==> src/rtl/nrda_pkg.sv <==
// Shared types and sizing helpers for the nrda_seq_div sequential divider.
// Latency: n/a (declarations only).
// Backpressure: n/a (declarations only).
//
// Contents:
//   state_t    - divider control states
//   calc_n     - clocks spent in CALC for a given width / iterations-per-clock
//   calc_cnt_w - width of the CALC iteration counter, sized to hold 0..N
package nrda_pkg;

   typedef enum logic [1:0] {
      IDLE = 2'd0,
      CALC = 2'd1,
      CORR = 2'd2,
      DONE = 2'd3
   } state_t;

   function automatic int calc_n(input int width, input int steps);
      return width / steps;
   endfunction

   function automatic int calc_cnt_w(input int width, input int steps);
      return $clog2((width / steps) + 1);
   endfunction

endpackage

==> src/rtl/nrda_seq_div_step.sv <==
// One non-restoring division iteration on the partial remainder P and dividend A.
// Latency: purely combinational.
// Backpressure: none; chained STEPS_PER_CYCLE times inside nrda_seq_div.
//
// Ports:
//   p      - partial remainder, WIDTH+1 bits, two's complement
//   a      - dividend / quotient shift register
//   d      - divisor magnitude
//   p_nxt  - partial remainder after this iteration
//   a_nxt  - A shifted left with the new quotient bit inserted at bit 0
module nrda_step #(
   parameter int WIDTH = 32
) (
   input  logic [WIDTH:0]   p,
   input  logic [WIDTH-1:0] a,
   input  logic [WIDTH-1:0] d,
   output logic [WIDTH:0]   p_nxt,
   output logic [WIDTH-1:0] a_nxt
);

   logic [WIDTH:0] shifted;
   logic [WIDTH:0] d_ext;

   // {P, A[MSB]} is WIDTH+2 bits in principle; keeping only WIDTH+1 bits is
   // safe because the true result of the add/subtract lies in [-D, D), which
   // fits, so modular arithmetic gives the exact value.
   assign shifted = {p[WIDTH-1:0], a[WIDTH-1]};
   assign d_ext   = {1'b0, d};

   always_comb begin
      p_nxt = shifted - d_ext;
      if (p[WIDTH]) begin
         p_nxt = shifted + d_ext;
      end
      a_nxt = {a[WIDTH-2:0], ~p_nxt[WIDTH]};
   end

endmodule

==> src/rtl/nrda_seq_div.sv <==
// Sequential non-restoring divider: q = x / y, r = x % y, STEPS_PER_CYCLE bits per clock.
// Latency: WIDTH/STEPS_PER_CYCLE + 2 edges from accept to out_valid; 1 edge for y == 0.
// Backpressure: result held in DONE until out_ready; in_ready only asserted in IDLE.
//
// Ports:
//   clk, rst_n            - rising-edge clock, asynchronous active-low reset
//   in_valid / in_ready   - operand handshake; x, y (and sgn) sampled on accept only
//   out_valid / out_ready - result handshake; q, r, div_by_zero stable while waiting
//   div_by_zero           - result came from y == 0 (q = all ones, r = x)
//   sgn                   - two's complement operands; exists only with NRDA_SIGNED_EN
//
// Optional feature macro: NRDA_SIGNED_EN (signed mode, truncating toward zero).
module nrda_seq_div
   import nrda_pkg::*;
#(
   parameter int WIDTH           = 32,
   parameter int STEPS_PER_CYCLE = 1
) (
   input  logic             clk,
   input  logic             rst_n,
   input  logic             in_valid,
   output logic             in_ready,
   input  logic [WIDTH-1:0] x,
   input  logic [WIDTH-1:0] y,
`ifdef NRDA_SIGNED_EN
   input  logic             sgn,
`endif
   output logic             out_valid,
   input  logic             out_ready,
   output logic [WIDTH-1:0] q,
   output logic [WIDTH-1:0] r,
   output logic             div_by_zero
);

   localparam int N  = calc_n(WIDTH, STEPS_PER_CYCLE);
   localparam int CW = calc_cnt_w(WIDTH, STEPS_PER_CYCLE);
   localparam logic [CW-1:0] LAST_CNT = CW'(N - 1);

   if (WIDTH < 4 || (WIDTH % 2) != 0) begin : g_bad_width
      $error("nrda_seq_div: WIDTH must be >= 4 and even");
   end
   if (!(STEPS_PER_CYCLE == 1 || STEPS_PER_CYCLE == 2 || STEPS_PER_CYCLE == 4) ||
       (WIDTH % STEPS_PER_CYCLE) != 0) begin : g_bad_steps
      $error("nrda_seq_div: STEPS_PER_CYCLE must be 1, 2 or 4 and divide WIDTH");
   end

   state_t state_q, state_d;

   logic [WIDTH:0]   p_q;
   logic [WIDTH-1:0] a_q;
   logic [WIDTH-1:0] d_q;
   logic [CW-1:0]    cnt_q;
   logic [WIDTH-1:0] q_q;
   logic [WIDTH-1:0] r_q;
   logic             dz_q;

   logic             y_zero;
   logic [WIDTH-1:0] a_init;
   logic [WIDTH-1:0] d_init;
   logic [WIDTH:0]   p_fix;
   logic [WIDTH-1:0] q_fin;
   logic [WIDTH-1:0] r_fin;

   assign y_zero = (y == '0);

   // ------------------------------------------------------------------
   // Operand preparation and final sign correction
   // ------------------------------------------------------------------
   // The core always divides magnitudes; signed mode remembers which of
   // the two results must be negated once the division is finished.
`ifdef NRDA_SIGNED_EN
   logic x_neg, y_neg;
   logic neg_q_q, neg_r_q;

   assign x_neg  = sgn & x[WIDTH-1];
   assign y_neg  = sgn & y[WIDTH-1];
   // The most-negative value negates to itself, which read as unsigned is
   // exactly its magnitude, so it needs no special case.
   assign a_init = x_neg ? (~x + 1'b1) : x;
   assign d_init = y_neg ? (~y + 1'b1) : y;
`else
   assign a_init = x;
   assign d_init = y;
`endif

   // A negative final remainder is restored by adding D back once.
   always_comb begin
      p_fix = p_q;
      if (p_q[WIDTH]) begin
         p_fix = p_q + {1'b0, d_q};
      end
`ifdef NRDA_SIGNED_EN
      q_fin = neg_q_q ? (~a_q + 1'b1) : a_q;
      r_fin = neg_r_q ? (~p_fix[WIDTH-1:0] + 1'b1) : p_fix[WIDTH-1:0];
`else
      q_fin = a_q;
      r_fin = p_fix[WIDTH-1:0];
`endif
   end

   // ------------------------------------------------------------------
   // Iteration chain: STEPS_PER_CYCLE non-restoring steps per clock
   // ------------------------------------------------------------------
   logic [STEPS_PER_CYCLE:0][WIDTH:0]   p_chain;
   logic [STEPS_PER_CYCLE:0][WIDTH-1:0] a_chain;

   assign p_chain[0] = p_q;
   assign a_chain[0] = a_q;

   for (genvar i = 0; i < STEPS_PER_CYCLE; i++) begin : g_step
      nrda_step #(
         .WIDTH (WIDTH)
      ) u_step (
         .p     (p_chain[i]),
         .a     (a_chain[i]),
         .d     (d_q),
         .p_nxt (p_chain[i+1]),
         .a_nxt (a_chain[i+1])
      );
   end

   // ------------------------------------------------------------------
   // Control FSM
   // ------------------------------------------------------------------
   always_ff @(posedge clk or negedge rst_n) begin
      if (!rst_n) begin
         state_q <= IDLE;
      end else begin
         state_q <= state_d;
      end
   end

   always_comb begin
      state_d   = state_q;
      in_ready  = 1'b0;
      out_valid = 1'b0;
      unique case (state_q)
         IDLE: begin
            in_ready = 1'b1;
            if (in_valid) begin
               state_d = y_zero ? DONE : CALC;
            end
         end
         CALC: begin
            if (cnt_q == LAST_CNT) begin
               state_d = CORR;
            end
         end
         CORR: begin
            state_d = DONE;
         end
         DONE: begin
            out_valid = 1'b1;
            // Returning to IDLE here (rather than accepting directly) is what
            // forces a one-cycle gap between a retire and the next accept.
            if (out_ready) begin
               state_d = IDLE;
            end
         end
         default: begin
            state_d = IDLE;
         end
      endcase
   end

   // ------------------------------------------------------------------
   // Datapath registers
   // ------------------------------------------------------------------
   always_ff @(posedge clk or negedge rst_n) begin
      if (!rst_n) begin
         p_q     <= '0;
         a_q     <= '0;
         d_q     <= '0;
         cnt_q   <= '0;
         q_q     <= '0;
         r_q     <= '0;
         dz_q    <= 1'b0;
`ifdef NRDA_SIGNED_EN
         neg_q_q <= 1'b0;
         neg_r_q <= 1'b0;
`endif
      end else begin
         unique case (state_q)
            IDLE: begin
               if (in_valid) begin
                  p_q   <= '0;
                  a_q   <= a_init;
                  d_q   <= d_init;
                  cnt_q <= '0;
`ifdef NRDA_SIGNED_EN
                  neg_q_q <= x_neg ^ y_neg;
                  neg_r_q <= x_neg;
`endif
                  // Divide-by-zero skips the iteration entirely.
                  if (y_zero) begin
                     q_q  <= '1;
                     r_q  <= x;
                     dz_q <= 1'b1;
                  end
               end
            end
            CALC: begin
               p_q   <= p_chain[STEPS_PER_CYCLE];
               a_q   <= a_chain[STEPS_PER_CYCLE];
               cnt_q <= cnt_q + 1'b1;
            end
            CORR: begin
               p_q  <= p_fix;
               q_q  <= q_fin;
               r_q  <= r_fin;
               dz_q <= 1'b0;
            end
            DONE: begin
               // Results held until the consumer takes them.
            end
            default: begin
            end
         endcase
      end
   end

   assign q           = q_q;
   assign r           = r_q;
   assign div_by_zero = dz_q;

endmodule

==> config.mk <==
export PLATFORM = sky130hd
export DESIGN_NAME = nrda_seq_div
export DESIGN_NICKNAME = d
export VERILOG_FILES = /design/src/rtl/nrda_pkg.sv /design/src/rtl/nrda_seq_div_step.sv /design/src/rtl/nrda_seq_div.sv
export SDC_FILE = /design/constraint.sdc
export NUM_CORES = 1
export LEC_CHECK = 0
export CAP_MARGIN = 20
export CORE_ASPECT_RATIO = 0.8
export CORE_MARGIN = 2
export CORE_UTILIZATION = 58
export DETAILED_ROUTE_END_ITERATION = 8
export GPL_TIMING_DRIVEN = 1
export PLACE_DENSITY = 0.86
export SYNTH_ARGS = -nofsm -noshare
export SYNTH_HDL_FRONTEND = slang
export SYNTH_HIERARCHICAL = 1
export SYNTH_SLANG_ARGS = --single-unit
==> constraint.sdc <==
create_clock -name clk -period 4.8 [get_ports clk]
set_clock_uncertainty 0.05 [all_clocks]
set_input_delay 1.2 -clock clk [delete_from_list [all_inputs] [get_ports clk]]
set_output_delay 1.2 -clock clk [all_outputs]
set_load 0.01 [all_outputs]
== After elaboration in Yosys (flattened, before gate mapping) ==
Cells that the tools add are included.
Widths: inputs -> output; s select.

* Register bits: 170
* Input port bits: 68
* Output and inout port bits: 67
* Logic and storage cells: 55

* Add/subtract/negate cells: 4
* Equal/unequal tests: 8
* Muxes and demuxes: 24
* Bitwise logic cells: 1
* Reduce and logical (&&, ||, !) cells: 10

{| class="wikitable"
|+ Operators with widths
! operator !! number
|-
| $pmux 32 s2 || 3
|-
| $mux 32 || 5
|-
| $mux 33 || 3
|-
| $pmux 33 s3 || 1
|-
| $add 33x32->33 || 2
|-
| $sub 33x32->33 || 1
|-
| $logic_not 32->1 || 1
|-
| $pmux 6 s2 || 1
|-
| $mux 2 || 4
|-
| $ne 2x2->1 const B || 4
|-
| $pmux 2 s4 || 1
|-
| $add 6x1->6 const B || 1
|-
| $eq 6x5->1 const B || 1
|-
| $mux 6 || 1
|-
| $reduce_and 2->1 || 3
|-
| $reduce_and 3->1 || 2
|-
| $eq 2x2->1 const B || 2
|-
| $mux 1 || 4
|-
| $reduce_bool 2->1 || 2
|-
| $reduce_bool 3->1 || 1
|-
| $eq 2x1->1 const B || 1
|-
| $logic_not 2->1 || 1
|-
| $pmux 1 s2 || 1
|-
| $not 1->1 || 1
|}

== Longest topological paths before layout ==
* Depth after elaboration: 4
* Mapped depth: 19
* Mapped depth without buffers: 19

== Modules after synthesis ==
The synthesis kept the hierarchy.

{| class="wikitable"
|+ Modules (own cells, without submodules)
! module !! instances !! cells each !! area each (um^2) !! seq. area each (um^2)
|-
| nrda_seq_div || 1 || 1,067 || 9,945.8 || 4,254.1
|-
| nrda_step || 1 || 399 || 2,731.4 || 0.0
|}

== Worst setup path after synthesis ==
OpenSTA, ideal clock, no wires.

* Path type: reg-to-reg
* Start: register d_q[6]
* End: register p_q[27]
* Library setup time: 0.126 ns
* Arrival time: 3.793 ns
* Required time: 4.624 ns
* Setup slack: 0.831 ns
* Stages on the path, launching flop included: 17
* Path buffers: 1
* Period minus slack after synthesis: 3.969 ns
* Cell sequence: dfrtp_1 > or4_1 > nor3_1 > o21a_1 > o21ai_0 > nor2_1 > nand2_1 > xor2_1 > ha_1 > clkbuf_1 > o21ai_0 > nand2b_1 > and4_1 > a31o_2 > a2111oi_0 > a311oi_1 > a221o_1

{| class="wikitable"
|+ RTL lines
! what !! RTL line !! text
|-
| from (decl) || nrda_seq_div.sv:51 || <nowiki>logic [WIDTH-1:0] d_q;</nowiki>
|-
| from (signal assigned) || nrda_seq_div.sv:188 || <nowiki>d_q <= d_init;</nowiki>
|-
| to (signal assigned) || nrda_seq_div.sv:203 || <nowiki>p_q <= p_chain[STEPS_PER_CYCLE];</nowiki>
|-
| to (signal assigned) || nrda_seq_div.sv:208 || <nowiki>p_q <= p_fix;</nowiki>
|-
| to (decl) || nrda_seq_div.sv:49 || <nowiki>logic [WIDTH:0] p_q;</nowiki>
|}

==> impl_metrics.json <==
{
  "reg2regPathDepth": 15,
  "yosysTopAreaCellShare_pct": 33.6,
  "rsz0062_at_grt": "false",
  "fillers": 1746,
  "p_total_mw": 12.2,
  "min_path_cells": 2,
  "worst_pin_slew_ns": 1.02,
  "ys.flop_type": "dfrtp_1",
  "path_max_fanout": 7,
  "numPortBuffers": 134,
  "power_frac_comb_pct": 63.9,
  "synth_warnings": 6,
  "ant_nets": 0,
  "pwr-share-seq_pct": 23.6,
  "hold_end": "q[26]",
  "grt_pass1_wl_um": 62000,
  "cp.required_ns": 5.09,
  "path_depth": 15,
  "num_vias": 11823,
  "powerDensity_nw_per_um2": 831,
  "r2r_start": "d_q[6]",
  "critPathSlowestCell": "or4_1",
  "fin_crit_sh_pct": 93.3,
  "critical_path_buf_inv_count": 0,
  "routabilityCongestion": 0.989,
  "r2r_end": "p_q[27]",
  "grt_pass1_vias": 11252,
  "yosys.area.top_type": "dfrtp_1",
  "end_kind": "flip-flop",
  "criticalPathCategory": "flip-flop to flip-flop",
  "post_cts_buffers": 0,
  "num-nets-final": 1672,
  "finalWirelength_um": 39400,
  "synth_area_leaders": "dfrtp_1, ha_1, mux2i_1",
  "sw_frac_of_total_pct": 49.3,
  "slew_headroom_pct": 32.0,
  "cts_max_level": 4,
  "cts_tree": "built",
  "ir_worst_vdd_uv": 552,
  "hp-class": "flip-flop to flip-flop",
  "fmax_ghz": 0.223,
  "rows": 48,
  "hold_viol": 0,
  "ios": 135,
  "core_sq_um": 21500,
  "max_cap_viol_count": 0,
  "wire_per_inst_um": 21.7,
  "hpwlAfterDp_um": 29300,
  "worstSetupStartpointType": "flip-flop",
  "root_buffer": "clkbuf_16",
  "syn_area_sq_um": 12700,
  "drive_gt1_share_pct": 8.48,
  "fp.dieW_um": 169,
  "insertion_delay_ns": 0.46,
  "synth_cell_types": 89,
  "placed_area_sq_um": 14000,
  "regArea_sq_um": 4260,
  "finalSetupViolCount": 0,
  "die_h_um": 136,
  "gr-total-overflow": 0,
  "viasPerCell": 6.50,
  "drcViolationCount": 0,
  "avgSynthCellArea_sq_um": 8.65,
  "antenna_found_initial": 1,
  "grt_usage_pct": 34.5,
  "dr.pass1.iters": 6,
  "intPower_mw": 6.17,
  "hold_ws_ns": 0.432,
  "hold_start": "q[26]",
  "cts_buffer_depth": 2,
  "start_util_pct": 59.0,
  "grt_max_degree": 104,
  "critPathTopFamily": "compound AO/OA/AOI/OAI gates",
  "switchingPower_mw": 5.99,
  "async_reset_ff_share_pct": 100,
  "critPathMaxStageDelay_ns": 0.56,
  "p_leak_nw": 6.60,
  "p_clk_share_pct": 12.5,
  "timing.setup.tns_ns": 0,
  "worstPathCellList": "or4_1, nor3_1, o21a_1, o21ai_0, nor2_2, nand2_1, xor2_1, ha_1, o21ai_0, nand2b_1, and4_1, a31o_2, a2111oi_0, a311oi_1, a221o_1",
  "syn_inst": 1466,
  "syn2layout_area_growth_pct": 15.5,
  "status": "completed",
  "clock-sinks": 170,
  "die_area_sq_um": 23100,
  "cts_inserted_buffers": 17,
  "finalMaxSlewViolations": 0,
  "multi_input_area_sq_um": 7730,
  "ys_ff_latch": 170,
  "drt_iter0_drc": 1408,
  "reg2reg_slack_ns": 0.32,
  "synth_nets": 1607,
  "cpMostUsedCell": "o21ai_0",
  "synth_seq_area_share_pct": 33.6,
  "path_clk_slew_ns": 0.07,
  "cp.arrival_ns": 4.77,
  "synth_enable_flop_cells": 0,
  "final_area_sq_um": 14600,
  "fin_crit_ns": 4.48,
  "fin_util_pct": 68.1
}
power groups by stage:
stage                     Sequential [mW]  Combinational [mW]  Clock, mW
after global placement               2.83                7.42          0
final                                2.87                7.77       1.52
after detailed placement             2.87                7.53          0
after CTS                            2.85                7.61       1.53
after global routing                 2.94                8.43       1.58
after floorplan                      2.72                5.46          0
tightest hold or removal path, stage by stage (launching register included):
cell     delay (ns)
dfrtp_1        0.34
nand2_1        0.05
o21ai_1        0.06
metal layers:
metal	vias to the layer above	wire length, um	track usage, %
met5	-	0	0
met2	566	18200	55.2
met4	0	1300	12.2
met3	96	2820	4.83
li1	5460	-	-
met1	5701	17100	48.2
state kept, by name (all words and copies together), names as in the netlist:
name and count:
state_q 2, p_q 33, d_q 32, r 32, a_q 32, cnt_q 6
div_by_zero 1, q 32
layout by cell type, fill, tap and decap left out, types with 6 or more instances in the layout:
| master | n |
|---|---|
| a21o_1 | 41 |
| mux2_2 | 37 |
| a32oi_1 | 7 |
| and3_1 | 16 |
| ha_1 | 70 |
| o21ai_0 | 79 |
| o31ai_1 | 8 |
| buf_4 | 30 |
| nand2_1 | 167 |
| a211oi_1 | 11 |
| nor4_1 | 18 |
| and4_1 | 7 |
| a22o_1 | 8 |
| and2_1 | 8 |
| o21ai_1 | 65 |
| a21oi_1 | 95 |
| clkdlybuf4s50_1 | 133 |
| nor3_1 | 34 |
| clkbuf_16 | 17 |
| xnor2_1 | 36 |
| nor2_1 | 100 |
| a21boi_1 | 6 |
| nand3_1 | 31 |
| nand4_1 | 19 |
| a31oi_1 | 22 |
| xor2_1 | 49 |
| inv_1 | 26 |
| a22oi_1 | 17 |
| o221ai_1 | 6 |
| nand2b_1 | 12 |
| mux2i_1 | 65 |
| o21bai_1 | 9 |
| o211ai_1 | 9 |
| dfrtp_1 | 169 |
area by class of cell:
class	count	area share [%]
tap	275	2.35
multi-input combinational	1150	52.8
timing repair buffer	164	10.7
sequential	170	29.1
clock buffer	19	3.03
antenna	1	0.0171
inverter	28	0.718
clock inverter	13	1.27
cell usage after synthesis, types with 27 or more instances:
cell and number:
buf_4 33, mux2i_1 65, dfrtp_1 170, clkbuf_1 57
mux2_2 37, ha_1 71, nand2_1 167, xnor2_1 36
inv_1 27, o21ai_1 65, nor3_1 34, nand3_1 31
a21o_1 41, xor2_1 49, a21oi_1 95, o21ai_0 80
nor2_1 101
metrics by stage:
| stage | worst slack [ns] | cells |
|---|---|---|
| 2_1_floorplan | 0.831 | 1466 |
| 3_3_place_gp | 0.516 | 1787 |
| 3_5_place_dp | 0.343 | 1787 |
| 4_1_cts | 0.322 | 1819 |
| 5_1_grt | 0.0317 | 1819 |
| 6_report | 0.321 | 1820 |
kinds of logic after synthesis:
| group | after synthesis | share of synthesized area (%) |
|---|---|---|
| and+or+nand+nor | 446 | 16.7 |
| AOI/OAI and AO/OA | 443 | 22.4 |
| DFF | 170 | 33.6 |
| buffers and inverters | 146 | 5.68 |
| muxes | 102 | 8.42 |
| xor gates and xnor gates | 86 | 6.00 |
| adders and majority gates | 73 | 7.32 |
worst max path at each step:
stage	slack (ns)	start	to
final	0.32	d_q[6]	p_q[27]
after global routing	0.03	d_q[6]	p_q[32]
after CTS	0.32	d_q[6]	p_q[27]
after detailed placement	0.34	d_q[6]	p_q[27]
after global placement	0.52	d_q[6]	p_q[27]
after floorplan	0.83	d_q[6]	p_q[27]
timing repair:
| action | in CTS | in global routing |
|---|---|---|
| gates resized for setup | 0 | 2 |
| endpoints found under the setup margin | 0 | 2 |
| endpoints found under the hold margin | 0 | 0 |
| hold buffers | 0 | 0 |
(Power assumes the default switching activity.)
